`src/rtl/pulse_generator_bank_if.sv`:
```
// Control/status bundle for pulse_generator_bank.
// master drives en/oneshot/sync/div_*; slave returns pulse/armed.
interface pulse_generator_bank_if #(
  parameter int NUM_CH = 4,
  parameter int WIDTH  = 28
);
  localparam int SEL_W = (NUM_CH > 1) ? $clog2(NUM_CH) : 1;

  logic [NUM_CH-1:0] en;
  logic [NUM_CH-1:0] oneshot;
  logic [NUM_CH-1:0] sync;
  logic              div_we;
  logic [SEL_W-1:0]  div_sel;
  logic [WIDTH-1:0]  div_data;
  logic [NUM_CH-1:0] pulse;
  logic [NUM_CH-1:0] armed;

  modport master (
    output en, oneshot, sync,
    output div_we, div_sel, div_data,
    input  pulse, armed
  );

  modport slave (
    input  en, oneshot, sync,
    input  div_we, div_sel, div_data,
    output pulse, armed
  );
endinterface

```
`src/rtl/pulse_generator_bank.sv`:
```
// Bank of NUM_CH programmable periodic / one-shot tick generators.
// Ports: clk, rst (async high), bus (slave: en/oneshot/sync/div_* in, pulse/armed out).
module pulse_generator_bank #(
  parameter int               NUM_CH      = 4,
  parameter int               WIDTH       = 28,
  parameter logic [WIDTH-1:0] DEFAULT_DIV = 28'd6250000
) (
  input  logic                   clk,
  input  logic                   rst,
  pulse_generator_bank_if.slave  bus
);
  localparam int SEL_W = (NUM_CH > 1) ? $clog2(NUM_CH) : 1;

  logic [WIDTH-1:0]  r_count   [NUM_CH];
  logic [WIDTH-1:0]  r_div_act [NUM_CH];
  logic [WIDTH-1:0]  r_div_shd [NUM_CH];
  logic [NUM_CH-1:0] r_pulse;
  logic [NUM_CH-1:0] r_armed;

  logic [WIDTH-1:0]  w_next_shd [NUM_CH];
  logic [NUM_CH-1:0] w_last;

  // A write landing on a wrap/sync edge goes straight through to div_act.
  // Divisor 0 behaves as 1, so the terminal count is 0 in both cases.
  always_comb begin
    for (int i = 0; i < NUM_CH; i++) begin
      if (bus.div_we && (bus.div_sel == SEL_W'(i)))
        w_next_shd[i] = bus.div_data;
      else
        w_next_shd[i] = r_div_shd[i];
      if (r_div_act[i] == '0)
        w_last[i] = (r_count[i] == '0);
      else
        w_last[i] = (r_count[i] == r_div_act[i] - WIDTH'(1));
    end
  end

  always_ff @(posedge clk or posedge rst) begin
    if (rst) begin
      for (int i = 0; i < NUM_CH; i++) begin
        r_count[i]   <= '0;
        r_div_act[i] <= DEFAULT_DIV;
        r_div_shd[i] <= DEFAULT_DIV;
      end
      r_pulse <= '0;
      r_armed <= '1;
    end else begin
      for (int i = 0; i < NUM_CH; i++) begin
        r_div_shd[i] <= w_next_shd[i];
        if (bus.sync[i]) begin
          r_count[i]   <= '0;
          r_pulse[i]   <= 1'b0;
          r_armed[i]   <= 1'b1;
          r_div_act[i] <= w_next_shd[i];
        end else if (!bus.en[i] || !r_armed[i]) begin
          r_pulse[i] <= 1'b0;
        end else if (w_last[i]) begin
          r_count[i]   <= '0;
          r_pulse[i]   <= 1'b1;
          r_div_act[i] <= w_next_shd[i];
          if (bus.oneshot[i])
            r_armed[i] <= 1'b0;
        end else begin
          r_count[i] <= r_count[i] + WIDTH'(1);
          r_pulse[i] <= 1'b0;
        end
      end
    end
  end

  assign bus.pulse = r_pulse;
  assign bus.armed = r_armed;
endmodule

```
`src/flat_wrapper.sv`:
```
// flat-port wrapper written by rule: the top's interface ports become plain ports
module pulse_generator_bank_flat 
#(
  parameter int               NUM_CH      = 4,
  parameter int               WIDTH       = 28,
  parameter logic [WIDTH-1:0] DEFAULT_DIV = 28'd6250000
)
  (clk, rst, bus_en, bus_oneshot, bus_sync, bus_div_we, bus_div_sel, bus_div_data, bus_pulse, bus_armed);
  pulse_generator_bank_if #(.NUM_CH(NUM_CH), .WIDTH(WIDTH)) bus_i ();
  input  logic clk;
  input  logic rst;
  input wire logic [$bits(bus_i.en)-1:0] bus_en;
  input wire logic [$bits(bus_i.oneshot)-1:0] bus_oneshot;
  input wire logic [$bits(bus_i.sync)-1:0] bus_sync;
  input wire logic [$bits(bus_i.div_we)-1:0] bus_div_we;
  input wire logic [$bits(bus_i.div_sel)-1:0] bus_div_sel;
  input wire logic [$bits(bus_i.div_data)-1:0] bus_div_data;
  output wire logic [$bits(bus_i.pulse)-1:0] bus_pulse;
  output wire logic [$bits(bus_i.armed)-1:0] bus_armed;
  assign bus_i.en = bus_en;
  assign bus_i.oneshot = bus_oneshot;
  assign bus_i.sync = bus_sync;
  assign bus_i.div_we = bus_div_we;
  assign bus_i.div_sel = bus_div_sel;
  assign bus_i.div_data = bus_div_data;
  assign bus_pulse = bus_i.pulse;
  assign bus_armed = bus_i.armed;
  pulse_generator_bank #(.NUM_CH(NUM_CH), .WIDTH(WIDTH), .DEFAULT_DIV(DEFAULT_DIV)) u_core (.clk(clk), .rst(rst), .bus(bus_i));
endmodule
```
`config.mk`:
```
export PLATFORM = sky130hd
export DESIGN_NAME = pulse_generator_bank_flat
export DESIGN_NICKNAME = d
export VERILOG_FILES = /design/src/rtl/pulse_generator_bank_if.sv /design/src/rtl/pulse_generator_bank.sv /design/src/flat_wrapper.sv
export SDC_FILE = /design/constraint.sdc
export NUM_CORES = 1
export LEC_CHECK = 0
export CAP_MARGIN = 25
export CORE_ASPECT_RATIO = 1.5
export CORE_UTILIZATION = 40
export DETAILED_ROUTE_END_ITERATION = 8
export SETUP_SLACK_MARGIN = 0.1
export SLEW_MARGIN = 20
export SYNTH_ARGS = -nofsm -noshare
export SYNTH_HDL_FRONTEND = slang
export SYNTH_SLANG_ARGS = --single-unit
```
`constraint.sdc`:
```
create_clock -name clk -period 26.4 [get_ports clk]
set_input_delay 5.28 -clock clk [delete_from_list [all_inputs] [get_ports clk]]
set_output_delay 5.28 -clock clk [all_outputs]
set_load 0.01 [all_outputs]
```
==> flow_summary_export.csv <==
group,metric,value,unit
floorplanning,die_w,183.4,µm
synthesis,synthXorXnorAreaFrac,8.342,%
critical_path,cp_slowest_stage_delay,0.75,ns
final_layout,area_growth_syn_to_layout,11.37,%
global_route,antenna_found_initial,0,
critical_path,slowest_stage,"buf_4",
sta,worstMarginPinSlew,1.047,ns
sta,setup_viol,0,
synthesis,yosysTopAreaCellShare,30.94,%
clock_network,root_buffer,"clkbuf_16",
final_layout,fin_nets,1995,
clock_network,htree_levels,2,
floorplanning,rows,99,
floorplanning,die_area,50250,µm²
synthesis,synth_simple_gate_area_share,20.27,%
synthesis,yosys-top-cells-area,"dfrtp_1, dfstp_2, mux2_2",
critical_path,crit_buf_inv,6,
critical_path,reg2regPathDepth,10,
global_route,grt_use_total,21.00,%
placed_design,place_hpwl,37190,µm
global_route,grt_pass1_wl,83500,µm
critical_path,required,26.94,ns
clock_network,cts_buffers,34,
clock_network,cts_tree,"done",
placed_design,port-buffer-count,52,
clock_network,insertion_delay,0.53,ns
sta,fmax,131.7,MHz
floorplanning,start_util,40.55,%
final_layout,layout_common_cells,"dfrtp_1, mux2_2, nor2_1",
final_layout,drive_gt1_share,21.89,%
critical_path,cp_top_family,"buffers and inverters",
worst_hold_path,hold_end,"u_core.r_div_shd[35]",
global_route,grt_max_degree,139,
drt,drt-initial-drc-count,865,
synthesis,ys_warn_count,0,
worst_hold_path,hold_path_class,"flip-flop to flip-flop",
worst_hold_path,hold_depth,1,
synthesis,synthCells,1955,
synthesis,synth-seq-cells,344,
synthesis,synth_compound_area_share,10.18,%
pwr,power.total,0.001540,W
flow_run,maxCapViolCount,0,
synthesis,avgSynthCellArea,10.10,µm²
sta,period_share,28.77,%
pwr,leakage,8.450,nW
synthesis,synth-main-ff-cell,"dfrtp_1",
floorplanning,core,48680,µm²
synthesis,ys_async_sr_fraction,100.0,%
sta,period_minus_slack,7.595,ns
run_status,outcome,"complete, no violations",
synthesis,synth_top_area_cell,"dfrtp_1",
placed_design,place_ws,17.95,ns
synthesis,synth_area,19740,µm²
synthesis,synth_fp_nets,2012,
drt,dr.pass1.iters,5,
critical_path,criticalPathCategory,"input pin to asynchronous set/reset pin",
final_layout,antenna_cells,0,
synthesis,synth_top_family_by_area,"simple AND/OR/NAND/NOR gates",
sta,finalMaxSlewViolations,0,
sta,rsz0062_at_grt,"false",
critical_path,crit_top_cell,"buf_4",
sta,holdWs,0.4914,ns
clock_network,cts_hold_buf,0,
clock_network,clock_sinks,344,
clock_network,clk_path_buf_depth,3,
synthesis,muxShareOfSynthArea,12.78,%
synthesis,synth_edf_count,0,
worst_hold_path,min-delay-start,"u_core.r_div_shd[35]",
drt,num_vias,15130,
drt,drt_drc_violations_left,0,
drt,wl_per_cell,19.89,µm
sta,max_slew_margin,30.15,%
pwr,irDropWorstVdd,0.03712,mV
final_layout,layout_commonest_cell,"dfrtp_1",
critical_path,r2r_slack,21.55,ns
critical_path,crit_chain,"clkdlybuf4s50_1, inv_8, buf_16, buf_4, buf_12, buf_4",
critical_path,cp_max_fo,109,
drt,ant_nets,0,
placed_design,gp_congestion,0.9014,
synthesis,synthAdderAreaFrac,0.7607,%
synthesis,synth_cell_types,87,
critical_path,reg2reg_to,"u_core.r_div_act[25]",
sta,finClkSkew,0.01266,ns
drt,vias_per_cell,5.775,
clock_network,cts_resized,0,
floorplanning,die_y,274.1,µm
floorplanning,io_pins,53,
critical_path,r2r_start,"u_core.r_div_act[13]",
global_route,first_global_vias,15018,
drt,routed_wirelength,52100,µm
sta,finalSetupTns,0,ns
clock_network,clkTransAtPathRegs,0.06,ns
pwr,powerDensity,70.04,nW/µm²
critical_path,end_kind,"asynchronous set/reset pin",
sta,setup_ws,18.81,ns
synthesis,ys_seq_area_share,44.25,%
critical_path,startpoint_type,"input pin",
sta,timing_hold_violations_final,0,
global_route,grt-ovfl-total,0,
clock_network,cts_setup_buffers,0,
critical_path,arrival,8.13,ns
## final cells by class
| class | instances | area, µm² |
|---|---|---|
| clock buffer | 40 | 957.2 |
| clock inverter | 22 | 255.2 |
| fill | 4558 | 26700 |
| inverter | 44 | 172.7 |
| multi-input combinational | 1444 | 10350 |
| sequential | 344 | 8733 |
| tap | 656 | 820.8 |
| timing repair buffer | 70 | 691.9 |
## power by group
group | internal, W | switching (W)
logic | 0.000146 | 0.000152
registers | 0.000625 | 0.0000880
clock network | 0.000310 | 0.000218
total | 0.00108 | 0.000458
## how the worst max path moves through the flow
stage / startpoint / endpoint / slack [ns] / cells past startpoint
floorplan: rst / u_core.bus.pulse[0] / 11.75 / 1
global placement: rst / u_core.r_div_act[90] / 18.01 / 4
detailed placement: rst / u_core.r_div_shd[90] / 17.95 / 4
CTS: rst / u_core.r_div_act[90] / 18.52 / 4
global route: rst / u_core.r_div_act[61] / 18.41 / 6
finish: rst / u_core.r_count[92] / 18.81 / 6
## per-layer routing
layer / global-route usage (%) / vias to the layer above / wire, µm
li1: - / 7090 / -
met2: 37.35 / 330 / 26580
met3: 2.231 / 120 / 1528
met5: 0 / - / 0
met4: 10.26 / 0 / 2437
met1: 25.12 / 7590 / 21550
## cell families (layout without fill, tap and decap cells)
kind of cell    count (synthesis)  in the layout
simple gates                  740            740
buf+inv                       167            176
flops                         344            344
fa+ha+maj                      12             12
xor+xnor                      188            188
compound gates                279            279
mux                           225            225
## synth_stat cells, types with 58 or more instances
cell,instances
xnor2_1,114
nor2_1,151
nand2_1,113
dfstp_2,100
dfrtp_1,244
xor2_1,74
nor3_1,66
mux2_2,214
clkbuf_1,96
nand3_1,73
nor4_1,63
nand4_1,58
## registers in the layout (all words and copies together) (netlist names)
signal	cells
u_core.r_count	112
u_core.r_div_act	112
u_core.r_div_shd	112
u_core.bus.armed	4
u_core.bus.pulse	4
## metrics by stage
step	area, µm²	utilization (%)	cells
after floorplan	19740	-	1955
after global placement	20710	42.55	2555
after detailed placement	20710	42.55	2555
after CTS	21920	45.04	2617
after global routing	21980	45.16	2620
final	21980	45.16	2620
## worst reg2reg max path, cell delays in order, from the launching register on
cell	delay, ns
dfrtp_1	0.44
nor3_1	0.51
nand4_1	0.65
o31a_1	0.48
a2111oi_0	0.33
o2111ai_1	0.18
nor4_1	0.56
a31oi_1	0.39
o21bai_4	0.21
buf_4	0.54
mux2_2	0.44
(Power assumes the default switching activity.)
